[src/rtl/logic_op_unit_pkg.sv]
// logic_op_unit_pkg: op encodings, FSM states and fold-op mapping for logic_op_unit
package logic_op_unit_pkg;
    localparam logic [1:0] OP_AND  = 2'b00;
    localparam logic [1:0] OP_OR   = 2'b01;
    localparam logic [1:0] OP_XOR  = 2'b10;
    localparam logic [1:0] OP_NAND = 2'b11;

    typedef enum logic {ST_IDLE, ST_ACC} state_e;

    // NAND folds with AND; the inversion happens only once, at emit
    function automatic logic [1:0] fold_op(input logic [1:0] op);
        return op == OP_NAND ? OP_AND : op;
    endfunction
endpackage

[src/rtl/logic_op_core.sv]
// logic_op_core: raw bitwise beat op (NAND yields the un-inverted a&b)
module logic_op_core
    import logic_op_unit_pkg::*;
#(
    parameter int WIDTH = 8
) (
    input  logic [WIDTH-1:0] a,
    input  logic [WIDTH-1:0] b,
    input  logic [1:0]       op,
    output logic [WIDTH-1:0] r
);
    assign r = op == OP_OR ? a | b : op == OP_XOR ? a ^ b : a & b;
endmodule

[src/rtl/logic_op_unit.sv]
// logic_op_unit: registered bitwise op unit with multi-beat accumulate mode
module logic_op_unit
    import logic_op_unit_pkg::*;
#(
    parameter int WIDTH = 8,
    parameter int CNT_W = 8
) (
    input  logic             clk,
    input  logic             rst_n,
    input  logic             in_valid,
    output logic             in_ready,
    input  logic [WIDTH-1:0] in_a,
    input  logic [WIDTH-1:0] in_b,
    input  logic [1:0]       in_op,
    input  logic             in_acc,
    input  logic             in_last,
    output logic             out_valid,
    input  logic             out_ready,
    output logic [WIDTH-1:0] out_c,
    output logic             out_zero,
    output logic             out_ones,
    output logic [CNT_W-1:0] out_beats
);
    state_e           state, state_n;
    logic [WIDTH-1:0] acc, r, acc_f, res;
    logic [1:0]       op_q, beat_op;
    logic [CNT_W-1:0] cnt, cnt_nxt;
    logic             accept, emit;

    assign in_ready = !out_valid || out_ready;
    assign accept   = in_valid && in_ready;
    assign beat_op  = state == ST_ACC ? op_q : in_op;
    assign cnt_nxt  = &cnt ? cnt : cnt + CNT_W'(1);

    logic_op_core #(.WIDTH(WIDTH)) u_beat (.a(in_a), .b(in_b), .op(beat_op), .r(r));
    logic_op_core #(.WIDTH(WIDTH)) u_fold (.a(acc), .b(r), .op(fold_op(op_q)), .r(acc_f));

    always_comb begin
        state_n = state;
        emit    = 1'b0;
        res     = state == ST_ACC ? acc_f : r;
        res     = beat_op == OP_NAND ? ~res : res;
        if (accept) begin
            if (state == ST_IDLE) begin
                emit    = !in_acc || in_last;
                state_n = in_acc && !in_last ? ST_ACC : ST_IDLE;
            end else begin
                emit    = in_last;
                state_n = in_last ? ST_IDLE : ST_ACC;
            end
        end
    end

    always_ff @(posedge clk) begin
        if (!rst_n) begin
            state     <= ST_IDLE;
            acc       <= '0;
            op_q      <= OP_AND;
            cnt       <= '0;
            out_valid <= 1'b0;
            out_c     <= '0;
            out_zero  <= 1'b0;
            out_ones  <= 1'b0;
            out_beats <= '0;
        end else begin
            state <= state_n;
            if (accept && state == ST_IDLE) begin
                acc  <= r;
                op_q <= in_op;
                cnt  <= CNT_W'(1);
            end else if (accept) begin
                acc <= acc_f;
                cnt <= cnt_nxt;
            end
            if (emit) begin
                out_valid <= 1'b1;
                out_c     <= res;
                out_zero  <= res == '0;
                out_ones  <= &res;
                out_beats <= state == ST_ACC ? cnt_nxt : CNT_W'(1);
            end else if (out_ready) begin
                out_valid <= 1'b0;
            end
        end
    end
endmodule
[config.mk]
export PLATFORM = sky130hd
export DESIGN_NAME = logic_op_unit
export DESIGN_NICKNAME = d
export VERILOG_FILES = /design/src/rtl/logic_op_unit_pkg.sv /design/src/rtl/logic_op_core.sv /design/src/rtl/logic_op_unit.sv
export SDC_FILE = /design/constraint.sdc
export NUM_CORES = 1
export LEC_CHECK = 0
export ABC_AREA = 1
export CAP_MARGIN = 15
export CORE_ASPECT_RATIO = 1.5
export CORE_MARGIN = 1
export CORE_UTILIZATION = 23
export CTS_CLUSTER_DIAMETER = 30
export DETAILED_ROUTE_END_ITERATION = 6
export PLACE_DENSITY = 0.36
export SKIP_LAST_GASP = 1
export SLEW_MARGIN = 20
export SYNTH_ARGS = -nofsm -noshare
export SYNTH_HDL_FRONTEND = slang
export SYNTH_SLANG_ARGS = --single-unit
[constraint.sdc]
create_clock -name clk -period 5.5 [get_ports clk]
set_input_delay 0.55 -clock clk [delete_from_list [all_inputs] [get_ports clk]]
set_output_delay 0.55 -clock clk [all_outputs]
set_load 0.01 [all_outputs]
[After elaboration in Yosys (flattened, before gate mapping)]
Cells that the tools add are included.
Word-level totals
  flip-flop bits (word level): 38
  bits in latches: 0
  RAM bits: 0
  bits in read-only memories: 0
  output and inout port bits: 20
  logic and storage cells: 61
  memories kept: 0
Operators by class
  add/subtract/negate cells: 1
  $mul: 0
  divide/modulo/power cells: 0
  magnitude comparators: 0
  equal/unequal tests: 6
  shift operators: 0
  multiplexer cells: 21
  bitwise gates (word level): 9
  reduce and logical (&&, ||, !) cells: 14
Operators with widths (count)
  $mux W8: 10
  $and A8 B8 Y8: 2
  $or A8 B8 Y8: 2
  $reduce_and A8 Y1: 2
  $xor A8 B8 Y8: 2
  $mux W1: 9
  $add A8 B1 Y8 const B: 1
  $eq A2 B2 Y1 const B: 4
  $logic_not A8 Y1: 1
  $not A8 Y8: 1
  $eq A2 B1 Y1 const B: 2
  $mux W2: 2
  $reduce_bool A2 Y1: 2
  $logic_and A1 B1 Y1: 3
  $logic_not A1 Y1: 3
  $logic_or A1 B1 Y1: 2
  $not A1 Y1: 2
  $reduce_or A2 Y1: 1

[Depth between registers and ports, before layout]
Gate-level depths: netlist of run 1.
  word-level depth: 11
  depth in mapped cells: 22
  mapped depth without buffers: 20

[Hierarchy]
Synthesis of run 1 repeated with hierarchy kept, for this count alone.
Second synthesis, totals
  cell total of the unflattened synthesis: 482
  area total of the unflattened synthesis: 3124.2 sq um
Modules (own cells, without submodules)
  logic_op_unit: instances 1, cells each 294, area each 2008.2 sq um, seq. area each 760.7 sq um
  logic_op_core: instances 2, cells each 94, area each 558.0 sq um, seq. area each 0.0 sq um

[Least setup slack after synthesis of run 1]
OpenSTA, ideal clock, no wires.
  path type: input -> register
  from: input port in_op[0]
  to: register out_zero
  setup time: 58 ps
  data arrival time: 2181 ps
  required time: 5442 ps
  path slack: 3261 ps
  stages: 19
  cells stage by stage: inv_1 > nand2_2 > nand2_4 > inv_2 > nand2_4 > buf_6 > nand3_1 > nand2_1 > inv_1 > ha_1 > o211ai_1 > o211ai_1 > nand2_2 > nand2_1 > nand2_1 > nand2_1 > nor2_1 > nand3_1 > nand2_1
Between the ends
  word-level cells in the longest chain between the ends: 11
  elaborated cells between the ends (all ways): 15
Ends and longest elaborated chain
  from (decl): line logic_op_unit.sv:14  | input logic [1:0] in_op,
  $mux W2 (*): line logic_op_unit.sv:32  | assign beat_op = state == ST_ACC ? op_q : in_op;
  $eq A2 B2 Y1: line logic_op_core.sv:12  | assign r = op == OP_OR ? a | b : op == OP_XOR ? a ^ b : a & b;
  $mux W8 (2 in a row): line logic_op_core.sv:12
  $and A8 B8 Y8 or $xor A8 B8 Y8 (tied branches): line logic_op_core.sv:12
  $mux W8 (2 in a row): line logic_op_core.sv:12
  $mux W8: line logic_op_unit.sv:41  | res = state == ST_ACC ? acc_f : r;
  $not A8 Y8: line logic_op_unit.sv:42  | res = beat_op == OP_NAND ? ~res : res;
  $mux W8 (*): line logic_op_unit.sv:42
  $logic_not A8 Y1 (*): line logic_op_unit.sv:78  | out_zero <= res == '0;
  to (signal assigned): line logic_op_unit.sv:62  | out_zero <= 1'b0;
  to (signal assigned): line logic_op_unit.sv:78
  to (decl): line logic_op_unit.sv:20  | output logic out_zero,
Every way passes the cells marked *; elsewhere a longest branch is shown, timed or not.
A chain may end at the register's enable or synchronous reset.

[Worst setup path after layout of run 1]
  from: register state
  to: register out_c[7]
Between the ends
  word-level cells in the longest chain between the ends: 10
  elaborated cells between the ends (all ways): 16
Ends and longest elaborated chain
  from (decl): line logic_op_unit.sv:24  | state_e state, state_n;
  from (signal assigned): line logic_op_unit.sv:66  | state <= state_n;
  $mux W2: line logic_op_unit.sv:32
  $eq A2 B2 Y1: line logic_op_core.sv:12
  $mux W8 (2 in a row): line logic_op_core.sv:12
  $and A8 B8 Y8 or $xor A8 B8 Y8 (tied branches): line logic_op_core.sv:12
  $mux W8 (2 in a row): line logic_op_core.sv:12
  $mux W8: line logic_op_unit.sv:41
  $not A8 Y8: line logic_op_unit.sv:42
  $mux W8: line logic_op_unit.sv:42
  to (signal assigned): line logic_op_unit.sv:77  | out_c <= res;
  to (decl): line logic_op_unit.sv:19  | output logic [WIDTH-1:0] out_c,
Parallel ways exist; a longest one is shown, timed or not.

==> reports/qor.yml, run 1 <==
critical_path:
  path_buf_inv: 5
  path_class: "flop to flop"
  cpMostUsedCell: "nand2_1"
  critPathMaxStageDelay_ns: 0.63
  cp.required_ns: 5.68
  path_cells: "inv_4, nand2_2, nand2_4, inv_2, nand2_4, inv_2, nand2_1, nand2_1, inv_1, ha_1, or2_2, o211ai_1, nand2_1, nand2_1, nand2_1, nor2_1, or2_1, inv_1"
  cp-start-kind: "flop"
  startpoint: "state$_SDFFE_PN0P_"
  reg2reg_from: "state$_SDFFE_PN0P_"
  path_max_fanout: 14
  critical-path-top-delay-family: "simple AND/OR/NAND/NOR gates"
  critPathCaptureType: "flop"
  cp_slowest_cell: "dfxtp_1"
  arrival_ns: 3.16
timing:
  max_freq_mhz: 336
  period_share_pct: 54.2
  finalCriticalPeriod_ns: 2.98
  setup_viol: 0
  fin_setup_tns_ns: 0
  clock_skew_ns: 0.00386
  rsz0062_at_grt: "no"
  maxSlewViolCount: 0
  finalHoldViolCount: 0
  worst_pin_slew_ns: 0.846
  relSlewSlack_pct: 43.6
placed_design:
  dpl_cell_area_um2: 3510
  gp_congestion: 0.748
  numPortBuffers: 43
  hpwl_um: 6690
synthesis:
  synth_fp_nets: 506
  seq_area_frac_synth_pct: 25.5
  synth_area_leaders: "dfxtp_1 25%, ha_1 14%, nand2_1 12%"
  yosys_warnings: 0
  yosys_register_bits: 38
  syn_area_per_cell_um2: 6.65
  synth_area_um2: 2990
  synth_cell_type_count: 30
  yosysTopAreaCellShare_pct: 25.5
  syn-instance-count: 449
  synth_area_leader_cell: "dfxtp_1"
global_route:
  met2_usage_pct: 25.4
  grt_max_degree: 25
  overflow: 0
  grt_pass1_vias: 2654
  grtUsageMet3_pct: 1.45
  grt.busiest_layer: "met2"
  met1_usage_pct: 14.7
  grt_pass1_wl_um: 13600
  grt_use_total_pct: 13.2
  antenna_found_initial: 0
die:
  rows: 50
  die-width_um: 95.0
  die-area_um2: 13400
  die_h_um: 142
  start_util_pct: 23.7
  core_um2: 12600
  ios: 44
drt:
  num_vias: 2789
  wl_per_cell_um: 13.0
  drt-total-wl_um: 8290
  vias_per_cell: 4.36
  ant_nets: 0
  dr.pass1.iters: 4
  drt_iter0_drc: 102
  drcViolationCount: 0
cts:
  cts_buffers: 5
  cts_buffer_depth: 2
  cts_tree: "built"
  cts.reportedPaths.clkPinSlew_ns: 0.06
  cts-resized-gates: 0
  insertion_delay_ns: 0.28
  cts_num_sinks: 38
  post_cts_buffers: 0
  postCtsHoldBufs: 0
  htreeDepth: 2
  root_buffer: "clkbuf_16"
run:
  maxCapViolCount: 0
run_status:
  run_status: "finished clean"
power_and_ir_drop:
  ir_worst_vdd_mv: 0.102
  power_density_nw_per_um2: 240
  total_leakage_power_nw: 1.78
worst_hold_path:
  hold_path.class: "flop to flop"
  hp-start: "out_beats[4]$_SDFFE_PN0P_"
final_layout:
  post-route-util_pct: 29.0
  syn_to_final_growth_pct: 22.1
  nNetsFinal: 541
  design_area_um2: 3650
  drive_gt1_share_pct: 7.04
  antenna_cells: 0
area by class of cell:
cell class | count | area (µm²)
Sequential cell | 38 | 761
Clock buffer | 6 | 139
Timing Repair Buffer | 45 | 445
Tap cell | 156 | 195
Multi-Input combinational cell | 306 | 1770
Inverter | 88 | 333
Fill cell | 1399 | 8930
Yosys cell counts:
cell	count
a21oi_1	15
a22o_1	1
buf_2	5
buf_4	1
buf_6	6
clkbuf_1	5
dfxtp_1	38
ha_1	33
inv_1	83
inv_2	4
inv_4	1
nand2_1	99
nand2_2	9
nand2_4	3
nand3_1	63
nand3_2	3
nand3b_1	5
nand4_1	1
nor2_1	12
nor2_2	1
nor2_4	1
nor3_1	1
nor3b_1	1
o211ai_1	12
o21a_1	1
o21ai_0	36
o22ai_2	1
or2_1	1
or2_2	3
xor2_1	4
final timing paths:
| kind | end | slack [ns] | cells after the start |
|---|---|---|---|
| worst max-delay path | out_c[7]$_SDFFE_PN0P_ | 2.52 | 18 |
| worst min-delay path | out_beats[4]$_SDFFE_PN0P_ | 0.45 | 2 |
| worst max register to register | out_c[7]$_SDFFE_PN0P_ | 2.52 | 18 |
| worst min register to register | out_beats[4]$_SDFFE_PN0P_ | 0.45 | 2 |
through the flow:
stage               hold WS (ns)  setup WS [ns]  total power (W)  std cells
global placement           0.440           2.29         0.000599        633
detailed placement         0.444           2.28         0.000602        633
CTS                        0.459           2.45         0.000893        639
global route               0.468           2.20         0.000945        639
floorplan                  0.474           3.26         0.000511        449
finish                     0.453           2.52         0.000877        639
where the power goes:
part	internal, W	switching [W]	total [W]
Combinational	0.000105	0.000171	0.000276
Clock	0.000175	0.000111	0.000287
Sequential	0.000296	0.0000174	0.000314
state kept, by name, summed over array words and instances (netlist names):
signal and flops:
acc 8, op_q 2, out_ones 1, cnt 8, out_c 8, out_beats 8, state 1, out_zero 1
out_valid 1
routing by layer:
metal	routed length [µm]	part of all wire [%]
met1	3490	42
met5	0	0
met2	4490	54
met4	109	1.3
met3	191	2.3
logic make-up (layout without fill, tap and decap cells):
group           after synthesis  count (layout)  share of synthesized area, %
compound gates               66              66                          12.5
simple gates                203             203                          31.9
flops                        38              38                          25.5
buf+inv                     105             139                          15.1
xor+xnor                      4               4                          1.17
fa+ha+maj                    33              33                          13.8
cells in the final DEF (no fill, tap or decap), types with 4 or more instances in the layout:
cell             count
nand2_1             99
o211ai_1            12
nand3_1             63
nor2_1              12
clkbuf_16            5
dfxtp_1             38
clkdlybuf4s50_1     43
a21oi_1             15
inv_1               83
ha_1                33
nand3b_1             5
xor2_1               4
nand2_2              9
inv_2                4
o21ai_0             36
worst register-to-register path, delay by kind of cell (launching register included):
kind / cells / cell delay [ns]
compound gates: 1 / 0.10
fa+ha+maj: 1 / 0.16
buf+inv: 5 / 0.57
flops: 1 / 0.63
simple gates: 11 / 1.42
(Power assumes the default switching activity.)
==> run 2, diff against run 1 <==
--- a/config.mk
+++ b/config.mk
@@ -12,7 +12,7 @@
 export CORE_UTILIZATION = 23
 export CTS_CLUSTER_DIAMETER = 30
 export DETAILED_ROUTE_END_ITERATION = 6
-export PLACE_DENSITY = 0.36
+export PLACE_DENSITY = 0.38
 export SKIP_LAST_GASP = 1
 export SLEW_MARGIN = 20
 export SYNTH_ARGS = -nofsm -noshare
==> constraint.sdc (replaced) <==
create_clock -name clk -period 2.4 [get_ports clk]
set_input_delay 0.24 -clock clk [delete_from_list [all_inputs] [get_ports clk]]
set_output_delay 0.24 -clock clk [all_outputs]
set_load 0.01 [all_outputs]
==> run 2 against run 1 <==
  * Non-clock buffer count is 42 higher
  * Die area is the same
  * Clock power grew to 2.6 times the previous value
  * Count of clock-buffer cells in the layout down 1
==> reports/qor.yml, run 2 (same netlist as run 1, synthesis figures left out) <==
cts:
  htreeDepth: 2  # unchanged
  cts.reportedPaths.clkPinSlew_ns: 0.06  # about the same
  insertion_delay_ns: 0.28  # about the same
  cts_buffer_depth: 2  # unchanged
  root_buffer: "clkbuf_16"  # unchanged
  cts_num_sinks: 38  # unchanged
  cts_buffers: 5  # unchanged
  cts_tree: "built"  # unchanged
final_layout:
  drive_gt1_share_pct: 22.0  # was 7.04%
  nNetsFinal: 583  # was 541
  final_common_cell: "nand2_1"  # unchanged
  antenna_cells: 0  # unchanged
  most-common-layout-cells: "85 x nand2_1, 80 x inv_1, 49 x nand3_1"  # was 99 x nand2_1, 83 x inv_1, 63 x nand3_1
  syn_to_final_growth_pct: 41.8  # was 22.1%
  post-route-util_pct: 33.7  # was 29.0%
timing:
  finalHoldViolCount: 0  # unchanged
  fin_setup_tns_ns: 0  # unchanged
  setup_viol: 0  # unchanged
  max_freq_mhz: 444  # was 336 MHz
  relSlewSlack_pct: 46.2  # was 43.6%
  maxSlewViolCount: 0  # unchanged
  rsz0062_at_grt: "yes"  # was no
  period_share_pct: 93.9  # was 54.2%
  worst_pin_slew_ns: 0.806  # was 0.846 ns
  clock_skew_ns: 0.00381  # was 0.00386 ns
  finalCriticalPeriod_ns: 2.25  # was 2.98 ns
die:
  die_h_um: 142  # unchanged
  rows: 50  # unchanged
  start_util_pct: 23.7  # unchanged
  die-width_um: 95.0  # unchanged
  ios: 44  # unchanged
  die-area_um2: 13400  # unchanged
  core_um2: 12600  # unchanged
drt:
  num_vias: 2964  # was 2789
  dr.pass1.iters: 6  # was 4
  drt_iter0_drc: 139  # was 102
  wl_per_cell_um: 12.2  # was 13.0 µm
  drcViolationCount: 0  # unchanged
  drt-total-wl_um: 8340  # was 8290 µm
  vias_per_cell: 4.34  # was 4.36
  ant_nets: 0  # unchanged
critical_path:
  critPathMaxStageDelay_ns: 0.36  # was 0.63 ns
  cp_slowest_cell: "dfxtp_4"  # was dfxtp_1
  arrival_ns: 2.47  # was 3.16 ns
  path_max_fanout: 6  # was 14
  cp-start-kind: "flop"  # unchanged
  path_cells: "inv_4, nand2_4, nand2_8, inv_4, nand2_4, buf_8, nand3_4, nand2_4, buf_4, ha_4, inv_2, nand2_1, o211ai_1, o211ai_1, nand2_2, buf_4, buf_4, buf_4, a21oi_2"  # was inv_4, nand2_2, nand2_4, inv_2, nand2_4, inv_2, nand2_1, nand2_1, inv_1, ha_1, or2_2, o211ai_1, nand2_1, nand2_1, nand2_1, nor2_1, or2_1, inv_1
  cpMostUsedCell: "buf_4"  # was nand2_1
  cp.required_ns: 2.62  # was 5.68 ns
  critPathCaptureType: "flop"  # unchanged
  path_class: "flop to flop"  # unchanged
power_and_ir_drop:
  total_leakage_power_nw: 2.11  # was 1.78 nW
  ir_worst_vdd_mv: 0.216  # was 0.102 mV
  power_density_nw_per_um2: 547  # was 240 nW/µm²
global_route:
  antenna_found_initial: 0  # unchanged
  grt_pass1_wl_um: 13500  # was 13600 µm
  met1_usage_pct: 13.9  # was 14.7%
  grt_use_total_pct: 13.1  # was 13.2%
  grt_pass1_vias: 2812  # was 2654
  grtUsageMet3_pct: 1.39  # was 1.45%
  overflow: 0  # unchanged
  grt.busiest_layer: "met2"  # unchanged
  grt_max_degree: 24  # was 25
  met2_usage_pct: 25.1  # was 25.4%
worst_hold_path:
  hold_path.class: "input port to flop"  # was flop to flop
run_status:
  run_status: "finished clean"  # unchanged
placed_design:
  gp_congestion: 0.793  # was 0.748
  numPortBuffers: 43  # unchanged
  hpwl_um: 6630  # was 6690 µm
run:
  maxCapViolCount: 0  # unchanged
run 2: routing by layer:
| layer | part of all wire (%) | vias to the layer above |
|---|---|---|
| li1 | - | 1576 |
| met1 | 42 | 1312 |
| met2 | 53 | 58 |
| met3 | 2.3 | 18 |
| met4 | 2.6 | 0 |
| met5 | 0 | - |
run 2: per-stage QoR:
stage	instance area (µm²)	setup WS [ns]	hold slack, ns	cells	power, W
floorplan	2990	0.263	0.379	449	0.00117
global placement	3800	-0.302	0.441	670	0.00147
detailed placement	3800	-0.332	0.446	670	0.00148
CTS	3980	-0.0166	0.462	679	0.00226
global route	4230	-0.0491	0.252	683	0.00248
finish	4230	0.147	0.248	683	0.00232
run 2: path summary, 6_finish.rpt:
kind	from	endpoint	slack, ns	cells past startpoint
hold / removal	in_op[0]	op_q[0]$_SDFFE_PN0P_	0.25	3
setup reg to reg	state$_SDFFE_PN0P_	acc[1]$_SDFFE_PN0P_	0.15	19
setup / recovery	state$_SDFFE_PN0P_	acc[1]$_SDFFE_PN0P_	0.15	19
hold reg to reg	out_ones$_SDFFE_PN0P_	out_ones$_SDFFE_PN0P_	0.45	2
run 2: report_power, final:
part	total, W	internal, W	switching, W
sequential	0.000713	0.000678	0.0000350
clock	0.000759	0.000487	0.000272
combinational	0.000844	0.000383	0.000461
run 2: cell type report:
class	instances	area, µm²
Inverter	88	338
Tap cell	156	195
Clock inverter	3	40.0
Sequential cell	38	764
Clock buffer	5	125
Timing Repair Buffer	87	803
Fill cell	1374	8340
Multi-Input combinational cell	306	1970
run 2: timing repair:
action,4_1_cts,5_1_grt
pin swaps,3,34
gates resized for setup,3,60
hold buffers,0,0
setup endpoints to repair,4,12
buffers inserted,1,4
run 2: worst max-delay path, delay by kind of cell, from the launching register on:
kind	cells	cell delay, ns
simple gates	7	0.57
buf+inv	8	0.77
flops	1	0.36
compound gates	3	0.37
fa+ha+maj	1	0.11
